## config.mk

```make
export PLATFORM = sky130hd
export DESIGN_NAME = mem_scan_ram
export DESIGN_NICKNAME = d
export VERILOG_FILES = /design/src/rtl/mem_scan_ram_pkg.sv /design/src/rtl/mem_scan_ram_core.sv /design/src/rtl/mem_scan_ram.sv
export SDC_FILE = /design/constraint.sdc
export NUM_CORES = 1
export LEC_CHECK = 0
export ABC_AREA = 1
export BUFFER_PORTS_ARGS = -buffer_cell sky130_fd_sc_hd__buf_2
export CAP_MARGIN = 20
export CORE_MARGIN = 3
export CORE_UTILIZATION = 55
export CTS_BUF_LIST = sky130_fd_sc_hd__clkbuf_16
export DETAILED_ROUTE_END_ITERATION = 10
export HOLD_SLACK_MARGIN = 0.08
export PLACE_DENSITY_LB_ADDON = 0.2
export SLEW_MARGIN = 10
export SYNTH_ARGS = -nofsm -noshare
export SYNTH_HDL_FRONTEND = slang
export SYNTH_SLANG_ARGS = --single-unit
```

## constraint.sdc

```tcl
create_clock -name clk -period 2.2 [get_ports clk]
set_input_delay 0.22 -clock clk [delete_from_list [all_inputs] [get_ports clk]]
set_output_delay 0.22 -clock clk [all_outputs]
set_load 0.02 [all_outputs]
```

## src/rtl/mem_scan_ram_pkg.sv

```systemverilog
// Shared types and constants for the scanning RAM.
// Latency: n/a (definitions only).
// Backpressure: n/a.
package mem_scan_ram_pkg;

   // Sequencer states: IDLE serves direct reads, SCAN streams the address window.
   typedef enum logic {
      IDLE = 1'b0,
      SCAN = 1'b1
   } scan_state_t;

   // Read latency in cycles: the RAM read register plus the optional output stage.
   function automatic int rd_latency(input int out_reg);
      return 1 + out_reg;
   endfunction

endpackage

```

## src/rtl/mem_scan_ram_core.sv

```systemverilog
// Plain 1W1R synchronous RAM, read-first on same-address collisions.
// Latency: 1 cycle from re to rd_data.
// Backpressure: none; one read and one write accepted every cycle.
module mem_scan_ram_core #(
   parameter int DATA_W = 16,
   parameter int ADDR_W = 4
) (
   input  logic              clk,
   input  logic              rst_n,
   input  logic              we,
   input  logic [ADDR_W-1:0] wr_addr,
   input  logic [DATA_W-1:0] wr_data,
   input  logic              re,
   input  logic [ADDR_W-1:0] rd_addr,
   output logic [DATA_W-1:0] rd_data
);

   localparam int DEPTH = 1 << ADDR_W;

   logic [DATA_W-1:0] mem_q [DEPTH];
   logic [DATA_W-1:0] rd_data_d;
   logic [DATA_W-1:0] rd_data_q;

   // Storage array: no reset so it maps onto block RAM.
   always_ff @(posedge clk) begin
      if (we) begin
         mem_q[wr_addr] <= wr_data;
      end
   end

   // Read mux samples the array before this edge's write lands (read-first); holds when idle.
   always_comb begin
      rd_data_d = rd_data_q;
      if (re) begin
         rd_data_d = mem_q[rd_addr];
      end
   end

   // Read data register; cleared by reset so the outputs start at zero.
   always_ff @(posedge clk or negedge rst_n) begin
      if (!rst_n) begin
         rd_data_q <= '0;
      end else begin
         rd_data_q <= rd_data_d;
      end
   end

   assign rd_data = rd_data_q;

endmodule

```

## src/rtl/mem_scan_ram.sv

```systemverilog
// Writable RAM with direct reads and an autonomous address-window scan sequencer.
// Latency: 1 + OUT_REG cycles from issue to rd_valid.
// Backpressure: none; one word per clock in both direct and scan modes.
module mem_scan_ram
   import mem_scan_ram_pkg::*;
#(
   parameter int DATA_W  = 16,
   parameter int ADDR_W  = 4,
   parameter int OUT_REG = 0
) (
   input  logic              clk,
   input  logic              rst_n,
   input  logic              we,
   input  logic [ADDR_W-1:0] wr_addr,
   input  logic [DATA_W-1:0] wr_data,
   input  logic              rd_en,
   input  logic [ADDR_W-1:0] rd_addr,
   input  logic              scan_start,
   input  logic              scan_stop,
   input  logic [ADDR_W-1:0] scan_first,
   input  logic [ADDR_W-1:0] scan_last,
   output logic [DATA_W-1:0] rd_data,
   output logic              rd_valid,
   output logic [ADDR_W-1:0] rd_tag,
   output logic              scan_busy,
   output logic              scan_wrap
);

   localparam int L = rd_latency(OUT_REG);

   scan_state_t       state_q, state_d;
   logic [ADDR_W-1:0] first_q, first_d;
   logic [ADDR_W-1:0] last_q, last_d;
   logic [ADDR_W-1:0] ptr_q, ptr_d;
   logic              wrap_q, wrap_d;
   logic              vld1_q, vld1_d;
   logic [ADDR_W-1:0] tag1_q, tag1_d;
   logic              iss;
   logic [ADDR_W-1:0] iss_addr;
   logic [DATA_W-1:0] ram_data;

   // Next-state, pointer and read-issue decode. Start wins in IDLE, stop wins in SCAN.
   always_comb begin
      state_d  = state_q;
      first_d  = first_q;
      last_d   = last_q;
      ptr_d    = ptr_q;
      iss      = 1'b0;
      iss_addr = rd_addr;
      case (state_q)
         IDLE: begin
            iss = rd_en;
            if (scan_start) begin
               state_d = SCAN;
               first_d = scan_first;
               last_d  = scan_last;
               ptr_d   = scan_first;
            end
         end
         SCAN: begin
            if (scan_stop) begin
               state_d = IDLE;
            end else begin
               iss      = 1'b1;
               iss_addr = ptr_q;
               ptr_d    = (ptr_q == last_q) ? first_q : ptr_q + ADDR_W'(1);
            end
         end
         default: state_d = IDLE;
      endcase
      // Wrap flag is registered so it is high exactly while the pointer sits on last.
      wrap_d = (state_d == SCAN) && (ptr_d == last_d);
      vld1_d = iss;
      tag1_d = iss ? iss_addr : tag1_q;
   end

   // Sequencer state, window bounds, pointer and first valid/tag stage.
   always_ff @(posedge clk or negedge rst_n) begin
      if (!rst_n) begin
         state_q <= IDLE;
         first_q <= '0;
         last_q  <= '0;
         ptr_q   <= '0;
         wrap_q  <= 1'b0;
         vld1_q  <= 1'b0;
         tag1_q  <= '0;
      end else begin
         state_q <= state_d;
         first_q <= first_d;
         last_q  <= last_d;
         ptr_q   <= ptr_d;
         wrap_q  <= wrap_d;
         vld1_q  <= vld1_d;
         tag1_q  <= tag1_d;
      end
   end

   mem_scan_ram_core #(
      .DATA_W (DATA_W),
      .ADDR_W (ADDR_W)
   ) u_core (
      .clk     (clk),
      .rst_n   (rst_n),
      .we      (we),
      .wr_addr (wr_addr),
      .wr_data (wr_data),
      .re      (iss),
      .rd_addr (iss_addr),
      .rd_data (ram_data)
   );

   if (L > 1) begin : g_out_reg
      logic              vld2_q, vld2_d;
      logic [ADDR_W-1:0] tag2_q, tag2_d;
      logic [DATA_W-1:0] data2_q, data2_d;

      // Output stage captures only valid words so data and tag hold between reads.
      always_comb begin
         vld2_d  = vld1_q;
         tag2_d  = vld1_q ? tag1_q : tag2_q;
         data2_d = vld1_q ? ram_data : data2_q;
      end

      // Output register stage.
      always_ff @(posedge clk or negedge rst_n) begin
         if (!rst_n) begin
            vld2_q  <= 1'b0;
            tag2_q  <= '0;
            data2_q <= '0;
         end else begin
            vld2_q  <= vld2_d;
            tag2_q  <= tag2_d;
            data2_q <= data2_d;
         end
      end

      assign rd_valid = vld2_q;
      assign rd_tag   = tag2_q;
      assign rd_data  = data2_q;
   end else begin : g_no_out_reg
      assign rd_valid = vld1_q;
      assign rd_tag   = tag1_q;
      assign rd_data  = ram_data;
   end

   assign scan_busy = (state_q == SCAN);
   assign scan_wrap = wrap_q;

endmodule

```

# Word level (Yosys, flattened, before mapping)
# Memories as Yosys holds them, arrays and structs flattened. A register that Yosys moved wholly into a read port is not among the register bits.
# Index checks and enable logic that the tools add are counted.
[totals]
reg_bits = 19
ram_bits = 256
input_bits = 38
out_inout_bits = 23
wordCells = 29
memories = 1
[mem_list]
columns = ["name", "depth", "width", "read_ports", "rd_clocked_by_memory_dff", "wr", "line", "source"]
rows = [
  ["u_core.mem_q", 16, 16, 1, 1, 1, "mem_scan_ram_core.sv:20", "logic [DATA_W-1:0] mem_q [DEPTH];"],
]
[op_classes]
n_addsub = 1
n_eq_ne = 2
mux = 14
bitwise_logic = 1
n_reduce_logical = 3
[ops]
columns = ["cell", "count"]
rows = [
  ["$mux W4", 7],
  ["$eq A4 B4 Y1", 2],
  ["$pmux W4 S2", 1],
  ["$add A4 B1 Y4 const B", 1],
  ["$mux W1", 4],
  ["$pmux W1 S2", 2],
  ["$reduce_and A2 Y1", 1],
  ["$logic_and A1 B1 Y1", 1],
  ["$logic_not A1 Y1", 1],
  ["$not A1 Y1", 1],
]

# Logic depth before layout (Yosys ltp)
[depth]
ltp_word = 6
ltp_mapped = 15
ltp_nobuf = 13

# By module
# A second synthesis with hierarchy kept.
[unflattened]
cells_unflattened = 1068
area_unflattened_um2 = 12122.9
[by_module_without_submodules]
columns = ["module", "n_inst", "cells_per_inst", "area_each_um2", "seq_area_each_um2"]
rows = [
  ["mem_scan_ram_core", 1, 936, 11028.1, 8087.8],
  ["mem_scan_ram", 1, 132, 1094.8, 475.5],
]

# Worst setup path before layout
# No wires, ideal clock.
[synth_path]
path_kind = "reg2reg"
start = "register state_q (netlist: scan_busy)"
end = "register u_core.rd_data_q[11] (netlist: u_core.rd_data[11]) (read register of u_core.mem_q)"
setup_ns = 0.117
t_arrival_ns = 1.675
required_time_ns = 2.083
path_slack_ns = 0.408
path_stages_with_launch = 13
n_path_buf = 3
synth_period_minus_slack_ns = 1.792
path_cell_list = "dfrtp_1 -> nand2_2 -> nand2_1 -> nand2_2 -> buf_6 -> buf_6 -> buf_4 -> o211ai_1 -> nand3_1 -> nand3_1 -> nand2_1 -> nand2_1 -> nand2_1"
[synth_between]
elab_chain_len = 2
elab_cells_between_ends = 3
cone_classes = "2 x mux; 1 x bitwise"
[synth_lines]
columns = ["item", "line", "source"]
rows = [
  ["start: declaration", "mem_scan_ram.sv:31", "scan_state_t state_q, state_d;"],
  ["start signal: assignment", "mem_scan_ram.sv:88", "state_q <= state_d;"],
  ["$not A1 Y1", "n/a", ""],
  ["$pmux W1 S2", "mem_scan_ram.sv:50", "case (state_q)"],
  ["end: declaration", "mem_scan_ram_core.sv:22", "logic [DATA_W-1:0] rd_data_q;"],
]
# Parallel ways exist; a longest one is shown, timed or not.
# A chain may end at the register's enable or synchronous reset.

# Final worst setup path
# Ends and elaborated chain as after synthesis.

==> run_results.csv <==
group,metric,value,unit
timing,setup_tns,0,ps
power,intPower,9530,uW
critical_path,critPathMaxFanout,35,
timing,maxSlewViolCount,0,
route,first_pass_iters,5,
floorplanning,num_rows,53,
power,pwr-share-comb,19.2,%
floorplanning,die_h,154,um
timing,fin_crit_sh,91.5,%
yosys,synth_common_cells,"317 x nand2_1, 256 x edfxtp_1, 110 x nand3_1",
timing,worstMarginPinSlew,851,ps
critical_path,crit_arrival,2430,ps
yosys,synth-edff-count,256,
timing,setup_viol,0,
outcome,status,"complete, no violations",
yosys,yosys.area.top_type,"edfxtp_1",
placement,placed_area,12800,sq um
critical_path,cp.required,2620,ps
final_layout,stdcell_area,14000,sq um
power,powerDensity,957,nW/um^2
clock_network,path_clk_slew,60,ps
floorplanning,die_w,154,um
worst_hold_path,hold_class,"in2reg",
clock_network,cts_tree,"done",
critical_path,worst_setup_path_start_kind,"flop",
route,wire_per_inst,19.3,um
global_routing,overflow,0,
global_routing,antenna_found_initial,0,
critical_path,path_class,"reg2reg",
power,pwr-share-seq,49.0,%
global_routing,grt_util_all_layers,23.5,%
floorplanning,start_util,56.8,%
yosys,synthArstFlopShare,12.0,%
clock_network,clockRootBuffer,"clkbuf_16",
final_layout,fin_nets,1234,
route,antenna_left,0,
final_layout,syn2layout_area_growth,15.9,%
timing,hold_viol,0,
yosys,synth_cell_types,25,
placement,io_buffer_count,60,
clock_network,htree_levels,1,
floorplanning,core_area,21300,sq um
yosys,yosysMostFrequentCell,"nand2_1",
placement,post-dp-hpwl,16100,um
timing,clock.fmax,497,MHz
route,drc,0,
clock_network,cts.sinks,291,
yosys,synth.area.top_cells,"edfxtp_1 64%, nand2_1 9.8%, dfrtp_1 7.2%",
yosys,netlist_instances,1090,
yosys,seq_area_frac_synth,70.9,%
route,routed_via_density,5.50,
timing,slew_headroom,43.3,%
yosys,yosysWarnings,0,
final_layout,drive_above_1_share,13.5,%
power,p_clk_share,31.9,%
timing,rsz0062_at_grt,"no",
timing,finClkSkew,12.8,ps
power,netSwitchingPower,3870,uW
floorplanning,io_pins,61,
run,maxCapViolCount,0,
route,drt_iter0_drc,998,
floorplanning,die_area,23800,sq um
yosys,syn-mean-instance-area,11.1,sq um
clock_network,insertion_delay,530,ps
final_layout,antenna_cells,0,
placement,gp_congestion,0.810,
yosys,syn_area,12100,sq um
power,ir_drop,0.000674,V
clock_network,clockBufferDepth,3,
timing,fin_ws,188,ps
global_routing,grt_pass1_wl,43400,um
yosys,ys.flop_type,"edfxtp_1",
timing,fin_crit,2010,ps
route,dr_total_vias,8213,
power,switching_share,28.9,%
yosys,ys_ff_latch,291,
critical_path,endpoint_kind,"flop",
clock_network,cts_buffers,29,
global_routing,grt_start_max_net_pins,90,
global_routing,grt_pass1_vias,7607,
yosys,synth_nets,1129,
route,routed_wl,28800,um
yosys,synth_top_cell_area_share,63.6,%
placement,pre_cts_ws,122,ps
power,p_leak,0.00578,uW
## power groups by stage
stage	Combinational, uW	Clock, uW	Sequential [uW]
after detailed placement	2430	0	6670
after CTS	2490	4340	6550
after global placement	2390	0	6660
final	2570	4270	6570
after floorplan	1510	0	6760
after global routing	2870	4570	6590
## cells in the final DEF, fill, tap and decap left out
master	count
ha_1	1
dfrtp_1	35
o21ai_1	55
nand2_1	315
buf_2	60
or2_1	1
clkinv_1	5
inv_2	3
a21oi_1	70
o21bai_1	1
buf_4	36
o21ai_4	1
o21ai_2	2
or2_2	1
o21ai_0	18
xor2_1	2
o211ai_1	16
clkinv_2	3
clkbuf_16	31
dlygate4sd3_1	24
edfxtp_1	256
nor3_1	1
buf_12	3
nor2_1	18
nor2_2	16
inv_1	125
nor2_4	1
nand2_4	1
buf_16	2
nand3_1	110
nand2_8	1
nand2_2	3
## final timing paths
check	endpoint	startpoint	slack (ps)	cells after the start
max in group asynchronous	u_core.rd_data[13]	rst_n	1320	2
setup reg to reg	u_core.rd_data[11]	scan_busy	190	13
min in group asynchronous	last_q[1]	rst_n	340	2
setup / recovery	u_core.rd_data[11]	scan_busy	190	13
hold / removal	first_q[1]	scan_start	100	5
hold reg to reg	u_core.rd_data[14]	u_core.rd_data[14]	470	2
## critical path, stage by stage (launching register included)
cell and delay (ps):
dfrtp_1 390, inv_2 70, nor2_4 170, nand2_2 170, nand2_8 180, buf_4 150, clkbuf_16 220, a21oi_1 80
o21ai_1 90, nand3_1 90, nand3_1 100, nand2_1 70, nand2_1 60, nand2_1 50
## metrics by stage
step,hold slack [ps],std cells,total power [uW],util (%)
after detailed placement,371,1408,9100,60.3
after CTS,82.9,1485,13400,65.3
final,101,1492,13400,65.8
after global routing,95.9,1492,14000,65.8
after floorplan,-75.6,1090,8260,-
after global placement,384,1408,9060,60.3
## layout make-up
class,count,area [sq um]
clock buffer,29,726
clock inverter,24,93.8
fill,1612,7280
inverter,112,420
multi-input combinational,634,2890
sequential,291,8560
tap,275,344
timing repair buffer,127,976
## cells by family (layout without fill, tap and decap cells)
family,Yosys count,count (layout),share of synthesized area (%)
XOR/XNOR,2,2,0.145
buffers and inverters,166,292,5.90
adder cells (fa/ha/maj),1,1,0.104
flip-flops,291,291,70.9
AND/OR/NAND/NOR,467,468,15.8
AO/OA/AOI/OAI,163,163,7.20
## per-layer routing
metal	share of wire, %	vias to the layer above	global-route usage (%)
li1	-	3921	-
met3	8.5	39	4.09
met2	45	331	35.5
met1	45	3922	36.3
met4	2.0	0	5.30
met5	0	-	0
## state kept, by name, indices dropped and copies added, names as in the netlist
name / flops
u_core.mem_q: 256
u_core.rd_data: 16
first_q: 4
last_q: 4
ptr_q: 4
rd_tag: 4
rd_valid: 1
scan_busy: 1
scan_wrap: 1
## what timing repair did
item / in CTS / in global routing
endpoints found under the setup margin: 0 / 13
hold endpoints to repair: 239 / 0
hold buffers: 24 / 0
gates resized for setup: 0 / 4
buffers inserted: 0 / 4
(Power assumes the default switching activity.)
